--- config.mk ---
export PLATFORM = sky130hd
export DESIGN_NAME = wb_arbiter_flat
export DESIGN_NICKNAME = d
export VERILOG_FILES = /design/src/rtl/wb_pkg.sv /design/src/rtl/wb_arbiter_if.sv /design/src/rtl/wb_fifo.sv /design/src/rtl/wb_arbiter.sv /design/src/flat_wrapper.sv
export SDC_FILE = /design/constraint.sdc
export NUM_CORES = 1
export LEC_CHECK = 0
export CAP_MARGIN = 0
export CORE_ASPECT_RATIO = 0.75
export CORE_MARGIN = 2
export CORE_UTILIZATION = 55
export CTS_CLUSTER_SIZE = 24
export DETAILED_ROUTE_END_ITERATION = 8
export PLACE_DENSITY = 0.8
export REMOVE_ABC_BUFFERS = 1
export SLEW_MARGIN = 20
export SYNTH_ARGS = -nofsm -noshare
export SYNTH_HDL_FRONTEND = slang
export SYNTH_SLANG_ARGS = --single-unit
--- constraint.sdc ---
create_clock -name clk -period 6.9 [get_ports clk]
set_input_delay 1.035 -clock clk [delete_from_list [all_inputs] [get_ports clk]]
set_output_delay 1.035 -clock clk [all_outputs]
set_load 0.05 [all_outputs]
--- src/rtl/wb_pkg.sv ---
// Shared types and defaults for the register-file writeback arbiter.
package wb_pkg;

    localparam int unsigned BANK_WIDTH_DEF = 5;
    localparam int unsigned WIDTH_DEF      = 64;
    localparam int unsigned DEPTH_DEF      = 4;
    localparam int unsigned STARVE_MAX_DEF = 8;
    localparam int unsigned REG_ZERO       = 0;

    typedef struct packed {
        logic [BANK_WIDTH_DEF-1:0] rd;
        logic [WIDTH_DEF-1:0]      data;
    } wb_entry_t;

endpackage

--- src/rtl/wb_arbiter_if.sv ---
// Bundle of pipeline writeback, long-latency completion, issue and register-file port signals.
interface wb_arbiter_if
    import wb_pkg::*;
#(
    parameter int unsigned BANK_WIDTH = BANK_WIDTH_DEF,
    parameter int unsigned WIDTH      = WIDTH_DEF
);
    logic                     wb_we;
    logic [BANK_WIDTH-1:0]    wb_rd;
    logic [WIDTH-1:0]         wb_data;
    logic                     wb_stall;
    logic                     ll_valid;
    logic [BANK_WIDTH-1:0]    ll_rd;
    logic [WIDTH-1:0]         ll_data;
    logic                     ll_ready;
    logic                     issue_valid;
    logic [BANK_WIDTH-1:0]    issue_rd;
    logic [2**BANK_WIDTH-1:0] busy;
    logic                     we3;
    logic [BANK_WIDTH-1:0]    wa3;
    logic [WIDTH-1:0]         wd3;
    logic                     err;

    // Arbiter side
    modport slave (
        input  wb_we, wb_rd, wb_data, ll_valid, ll_rd, ll_data, issue_valid, issue_rd,
        output wb_stall, ll_ready, busy, we3, wa3, wd3, err
    );

    // Producer / register-file side
    modport master (
        output wb_we, wb_rd, wb_data, ll_valid, ll_rd, ll_data, issue_valid, issue_rd,
        input  wb_stall, ll_ready, busy, we3, wa3, wd3, err
    );

endinterface

--- src/rtl/wb_fifo.sv ---
// Small synchronous FIFO holding long-latency results; pointers wrap mod DEPTH (power of two).
module wb_fifo
    import wb_pkg::*;
#(
    parameter int unsigned DEPTH = DEPTH_DEF,
    parameter type         T     = wb_entry_t
) (
    input  logic clk,
    input  logic rst_n,
    input  logic push_i,
    input  T     din_i,
    input  logic pop_i,
    output T     dout_o,
    output logic full_o,
    output logic empty_o
);
    localparam int unsigned AW = $clog2(DEPTH);

    T              mem_q [DEPTH];
    logic [AW-1:0] rd_ptr_q, wr_ptr_q;
    logic [AW:0]   count_q;
    logic          do_push, do_pop;

    assign full_o  = (count_q == (AW+1)'(DEPTH));
    assign empty_o = (count_q == '0);
    assign do_push = push_i && !full_o;
    assign do_pop  = pop_i && !empty_o;
    assign dout_o  = mem_q[rd_ptr_q];

    always_ff @(posedge clk or negedge rst_n) begin
        if (!rst_n) begin
            rd_ptr_q <= '0;
            wr_ptr_q <= '0;
            count_q  <= '0;
            for (int unsigned i = 0; i < DEPTH; i++) mem_q[i] <= '0;
        end else begin
            if (do_push) begin
                mem_q[wr_ptr_q] <= din_i;
                wr_ptr_q        <= wr_ptr_q + AW'(1);
            end
            if (do_pop) rd_ptr_q <= rd_ptr_q + AW'(1);
            count_q <= count_q + {{AW{1'b0}}, do_push} - {{AW{1'b0}}, do_pop};
        end
    end

endmodule

--- src/rtl/wb_arbiter.sv ---
// Sole register-file write port: pipeline writeback has priority over buffered long-latency
// results, with a starvation stall and a per-register pending-write scoreboard.
module wb_arbiter
    import wb_pkg::*;
#(
    parameter int unsigned BANK_WIDTH = BANK_WIDTH_DEF,
    parameter int unsigned WIDTH      = WIDTH_DEF,
    parameter int unsigned DEPTH      = DEPTH_DEF,
    parameter int unsigned STARVE_MAX = STARVE_MAX_DEF
) (
    input  logic         clk,
    input  logic         reset_n,
    wb_arbiter_if.slave  bus
);
    localparam int unsigned NREG = 2**BANK_WIDTH;
    localparam int unsigned SW   = $clog2(STARVE_MAX + 1);
    localparam logic [BANK_WIDTH-1:0] RZ = BANK_WIDTH'(REG_ZERO);

    typedef struct packed {
        logic [BANK_WIDTH-1:0] rd;
        logic [WIDTH-1:0]      data;
    } entry_t;

    entry_t                head, ll_entry;
    logic                  full, empty, push, pop;
    logic                  pipe_req, grant_pipe, stall;
    logic                  we;
    logic [BANK_WIDTH-1:0] wa;
    logic [WIDTH-1:0]      wd;
    logic [SW-1:0]         starve_q, starve_d;
    logic [NREG-1:0]       busy_q, busy_d;
    logic                  err_q, err_d;

    assign ll_entry = '{rd: bus.ll_rd, data: bus.ll_data};

    wb_fifo #(
        .DEPTH (DEPTH),
        .T     (entry_t)
    ) u_fifo (
        .clk     (clk),
        .rst_n   (reset_n),
        .push_i  (push),
        .din_i   (ll_entry),
        .pop_i   (pop),
        .dout_o  (head),
        .full_o  (full),
        .empty_o (empty)
    );

    always_comb begin
        stall      = (starve_q == SW'(STARVE_MAX));
        pipe_req   = bus.wb_we && (bus.wb_rd != RZ);
        grant_pipe = pipe_req && !stall;
        pop        = !grant_pipe && !empty;
        push       = bus.ll_valid && !full;
        we         = 1'b0;
        wa         = '0;
        wd         = '0;
        if (grant_pipe) begin
            we = 1'b1;
            wa = bus.wb_rd;
            wd = bus.wb_data;
        end else if (pop) begin
            // An x0 entry still consumes its slot but never writes.
            we = (head.rd != RZ);
            wa = head.rd;
            wd = head.data;
        end
    end

    always_comb begin
        starve_d = (!empty && !pop) ? starve_q + SW'(1) : '0;

        busy_d = busy_q;
        if (pop && head.rd != RZ) busy_d[head.rd] = 1'b0;
        if (bus.issue_valid && bus.issue_rd != RZ) busy_d[bus.issue_rd] = 1'b1;
        busy_d[0] = 1'b0;

        err_d = err_q;
        if (bus.issue_valid && bus.issue_rd != RZ && busy_q[bus.issue_rd]
            && !(pop && head.rd == bus.issue_rd)) err_d = 1'b1;
        if (pipe_req && busy_q[bus.wb_rd]) err_d = 1'b1;
        if (push && !busy_q[bus.ll_rd]) err_d = 1'b1;
    end

    always_ff @(posedge clk or negedge reset_n) begin
        if (!reset_n) begin
            starve_q <= '0;
            busy_q   <= '0;
            err_q    <= 1'b0;
        end else begin
            starve_q <= starve_d;
            busy_q   <= busy_d;
            err_q    <= err_d;
        end
    end

    // Write port is held quiet for the whole reset assertion, not just after the edge.
    assign bus.we3      = we && reset_n;
    assign bus.wa3      = reset_n ? wa : '0;
    assign bus.wd3      = reset_n ? wd : '0;
    assign bus.wb_stall = stall;
    assign bus.ll_ready = !full;
    assign bus.busy     = busy_q;
    assign bus.err      = err_q;

endmodule

--- src/flat_wrapper.sv ---
// flat-port wrapper written by rule: the top's interface ports become plain ports
module wb_arbiter_flat import wb_pkg::*;
#(
    parameter int unsigned BANK_WIDTH = BANK_WIDTH_DEF,
    parameter int unsigned WIDTH      = WIDTH_DEF,
    parameter int unsigned DEPTH      = DEPTH_DEF,
    parameter int unsigned STARVE_MAX = STARVE_MAX_DEF
)
  (clk, reset_n, bus_wb_we, bus_wb_rd, bus_wb_data, bus_ll_valid, bus_ll_rd, bus_ll_data, bus_issue_valid, bus_issue_rd, bus_wb_stall, bus_ll_ready, bus_busy, bus_we3, bus_wa3, bus_wd3, bus_err);
  wb_arbiter_if #(.BANK_WIDTH(BANK_WIDTH), .WIDTH(WIDTH)) bus_i ();
  input  logic clk;
  input  logic reset_n;
  input wire logic [$bits(bus_i.wb_we)-1:0] bus_wb_we;
  input wire logic [$bits(bus_i.wb_rd)-1:0] bus_wb_rd;
  input wire logic [$bits(bus_i.wb_data)-1:0] bus_wb_data;
  input wire logic [$bits(bus_i.ll_valid)-1:0] bus_ll_valid;
  input wire logic [$bits(bus_i.ll_rd)-1:0] bus_ll_rd;
  input wire logic [$bits(bus_i.ll_data)-1:0] bus_ll_data;
  input wire logic [$bits(bus_i.issue_valid)-1:0] bus_issue_valid;
  input wire logic [$bits(bus_i.issue_rd)-1:0] bus_issue_rd;
  output wire logic [$bits(bus_i.wb_stall)-1:0] bus_wb_stall;
  output wire logic [$bits(bus_i.ll_ready)-1:0] bus_ll_ready;
  output wire logic [$bits(bus_i.busy)-1:0] bus_busy;
  output wire logic [$bits(bus_i.we3)-1:0] bus_we3;
  output wire logic [$bits(bus_i.wa3)-1:0] bus_wa3;
  output wire logic [$bits(bus_i.wd3)-1:0] bus_wd3;
  output wire logic [$bits(bus_i.err)-1:0] bus_err;
  assign bus_i.wb_we = bus_wb_we;
  assign bus_i.wb_rd = bus_wb_rd;
  assign bus_i.wb_data = bus_wb_data;
  assign bus_i.ll_valid = bus_ll_valid;
  assign bus_i.ll_rd = bus_ll_rd;
  assign bus_i.ll_data = bus_ll_data;
  assign bus_i.issue_valid = bus_issue_valid;
  assign bus_i.issue_rd = bus_issue_rd;
  assign bus_wb_stall = bus_i.wb_stall;
  assign bus_ll_ready = bus_i.ll_ready;
  assign bus_busy = bus_i.busy;
  assign bus_we3 = bus_i.we3;
  assign bus_wa3 = bus_i.wa3;
  assign bus_wd3 = bus_i.wd3;
  assign bus_err = bus_i.err;
  wb_arbiter #(.BANK_WIDTH(BANK_WIDTH), .WIDTH(WIDTH), .DEPTH(DEPTH), .STARVE_MAX(STARVE_MAX)) u_core (.clk(clk), .reset_n(reset_n), .bus(bus_i));
endmodule
==> impl_results.md <==
- Status: finished, final reports clean
- Chip Height: ~150 um
- Gate power share: 45.5%
- Die area: around 30000 um^2
- Htree depth: 1
- Commonest cells in the netlist: 319 x dfrtp_1, 280 x mux2_2, 85 x mux4_2
- Crit path kind: in2out
- Setup violators final: 0
- Avg Cell Area, Syn: approximately 14 um^2
- Synth Register Bits: roughly 320
- Final Util: a little over two thirds
- Hold Vio Cnt, Final: 0
- Core area: between 20000 and 30000 um^2
- Worst EP required: about 5.9 ns
- Critical Path Sink Type: output port
- Yosys warnings: 0
- Clk Latency, worst-skew pair: 0.56 ns
- Synth async-reset ratio: 100.0%
- Setup Skew: 0.01895 ns
- Total grt overflow: 0
- # IOs: 253
- Largest fanout on the critical path: 48
- Initial detailed-routing violation count: 643
- Layout cells sized above 1: between 30% and 40%
- Synth unique cells: between 40 and 50
- Setup Buffers After CTS: 0
- Num rows: 53
- CTS Buffer Depth: 3
- R2R setup slack: 3.97 ns
- # nets final: 1490
- Type of origin of the critical path: input port
- Starting Density: a little under three fifths
- Net Sw Frac: ~36%
- Post-synthesis xor/xnor area fraction: 0.6694%
- Pwr Density: about 490 nW/um^2
- Worst-margin pin slew: around 1.1 ns
- Post-Syn Area: about 16000 um^2
- Max Clock Freq: about 180 MHz
- RSZ-0062 raised after global routing: false
- Die width: about 200 um
- Relative slew slack: 29.27%
- CTS resizes: 0
- Main combinational cell family by area after synthesis: multiplexers
- Post-synthesis sequential area ratio: between 50% and 60%
- Adder-cell share of the synthesized area: less than 1%
- Sequential Power Share: 36.2%
- Area Overhead vs Synth: 25.20%
- Slowest cell on the critical path: clkdlybuf4s50_1
- Total track usage: 25.54%
- First-pass GRT wire length: ~60000 um
- Cell Chain, Critical Path: clkdlybuf4s50_1 -> nor4_4 -> a21o_1 -> o21ai_1 -> inv_2 -> buf_12 -> a22oi_1 -> nor2b_1 -> clkdlybuf4s50_1
- Final worst path period need: 5.583 ns
- CTS tree: done
- Post-DR wirelength/cell: 21.45 um
- Period utilization: between 80% and 90%
- Maxcap violations: 0
- Number of global-route vias before repair: 10830
- TritonCTS Sinks: between 300 and 400
- Clock Power Share: 18.3%
- DRC Markers: 0
- Pleak: roughly 8.0 nW
- Via-to-Cell Ratio: approximately 6.0
- Top cell by count, worst path: clkdlybuf4s50_1
- Final WL: ~37000 um
- Cell taking the most area after synthesis: dfrtp_1
- CP arrival: roughly 4.6 ns
- Pre-antenna DRT Iters: 5
- Hold crit path type: reg2reg
- Maximum VDD drop: 0.2493 mV
- Slew Limit Fails: 0
- NetSw: between 3 and 4 mW
- Synth Instances: 1115
- Pint: between 6 and 7 mW
- Port Buf Inserts: ~250
- Clk root buf: clkbuf_16
- Synth top area cells: dfrtp_1 51%, mux2_2 20%, mux4_2 12%
- Pwr Total: 9.631 mW
- Vias: around 10000
- Area share of the largest cell type after synthesis: between 50 and 60%
- Clock slew seen by the registers of the worst setup and hold paths: approximately 0.060 ns
- Post-synthesis compound-gate area fraction: ~6.3%
- Antenna violations before repair: 3
- Setup_tns: 0 ns
- Final ANT Viol Nets: 0
- Largest net degree at the start of global routing: about 130
- Multiplexer area fraction after synthesis: around a third
- EDFF count, synth: 0
- Synth Area in Simple Gates: under 10%
- Total CTS buffers: 31
- Post-DP HPWL: ~23000 um
- Max incr delay on CP: 0.82 ns
- Routability cong.: approximately 0.9
- Ys flop type: dfrtp_1
- # hold bufs at CTS: 0
- Count leader, synth: dfrtp_1
==> worst paths after layout <==
path / startpoint / endpoint / cells after the start
max in group asynchronous: reset_n / u_core.u_fifo.rd_ptr_q[0] / 3
min in group asynchronous: reset_n / u_core.u_fifo.mem_q[215] / 1
worst max-delay path: bus_wb_rd[0] / bus_wd3[61] / 9
worst max register to register: u_core.starve_q[0] / u_core.u_fifo.count_q[2] / 12
worst min register to register: u_core.starve_q[0] / u_core.starve_q[0] / 1
worst min-delay path: u_core.starve_q[0] / u_core.starve_q[0] / 1
==> cell type report <==
type | count | area [um^2]
Sequential cell | 319 | 7990
Fill cell | 1902 | 8394
Tap cell | 385 | 481.7
Inverter | 11 | 41.29
Timing Repair Buffer | 267 | 2690
Clock buffer | 46 | 952.2
Multi-Input combinational cell | 703 | 7362
Antenna cell | 2 | 5.005
Clock inverter | 11 | 133.9
==> kinds of logic after synthesis <==
kind of cell / after synthesis
mux: 383
flops: 319
compound gates: 152
simple gates: 146
buf+inv: 93
xor+xnor: 12
fa+ha+maj: 9
other cells: 1
==> power groups by stage <==
stage | clock [mW] | sequential, mW | combinational (mW)
floorplan | 0 | 3.64 | 2.91
global placement | 0 | 3.53 | 4.14
global route | 1.88 | 3.60 | 4.69
CTS | 1.80 | 3.58 | 4.27
finish | 1.76 | 3.49 | 4.38
detailed placement | 0 | 3.60 | 4.24
==> critical path: cells and delay by family <==
kind	cells	cell delay (ns)
buf+inv	4	2.41
simple gates	2	0.63
compound gates	3	0.43
==> routing by layer <==
layer | part of all wire, % | global-route usage [%] | vias up
met3 | 7.4 | 5.309 | 59
met1 | 44 | 37.69 | 5380
met5 | 0.072 | 0 | -
met4 | 1.8 | 5.112 | 4
met2 | 46 | 39.76 | 365
li1 | - | - | 4611
==> placed cells by master (no fill, tap or decap), types with 2 or more instances in the layout <==
cell type        instances
a22oi_1                 69
a31oi_1                  3
and2_1                   2
and3_1                   2
buf_16                   2
buf_4                   13
bufinv_16                3
clkbuf_1                 3
clkbuf_16               31
clkbuf_8                12
clkdlybuf4s50_1        250
clkinv_2                 7
dfrtp_1                317
dfrtp_4                  2
diode_2                  2
ha_1                     8
inv_1                   10
mux2_2                 280
mux2i_1                 18
mux4_2                  85
nand2_1                 18
nand2_4                  3
nand2b_1                 5
nand3_1                  7
nand3b_1                 8
nor2_1                   8
nor2b_1                 73
nor3_1                   6
nor3b_1                  2
o2111ai_1                2
o21ai_0                 49
o21ai_1                 17
or3_1                    5
xnor2_1                  8
xor2_1                   4
==> through the flow <==
stage	instance area, um^2	instances	hold WS (ns)	setup slack [ns]
2_1_floorplan	15340	1033	0.4509	1.194
3_3_place_gp	18500	1683	0.4765	1.437
3_5_place_dp	18500	1683	0.4868	1.325
4_1_cts	19590	1740	0.4947	1.316
5_1_grt	19650	1742	0.5054	1.083
6_report	19660	1744	0.4955	1.317
==> sequential cells by signal, indices dropped and copies added (netlist names) <==
name and cells:
u_core.bus.err 1, u_core.u_fifo.count_q 3, u_core.u_fifo.wr_ptr_q 2, u_core.u_fifo.rd_ptr_q 2
u_core.u_fifo.mem_q 276, u_core.starve_q 4, u_core.bus.busy 31
(Power assumes the default switching activity.)
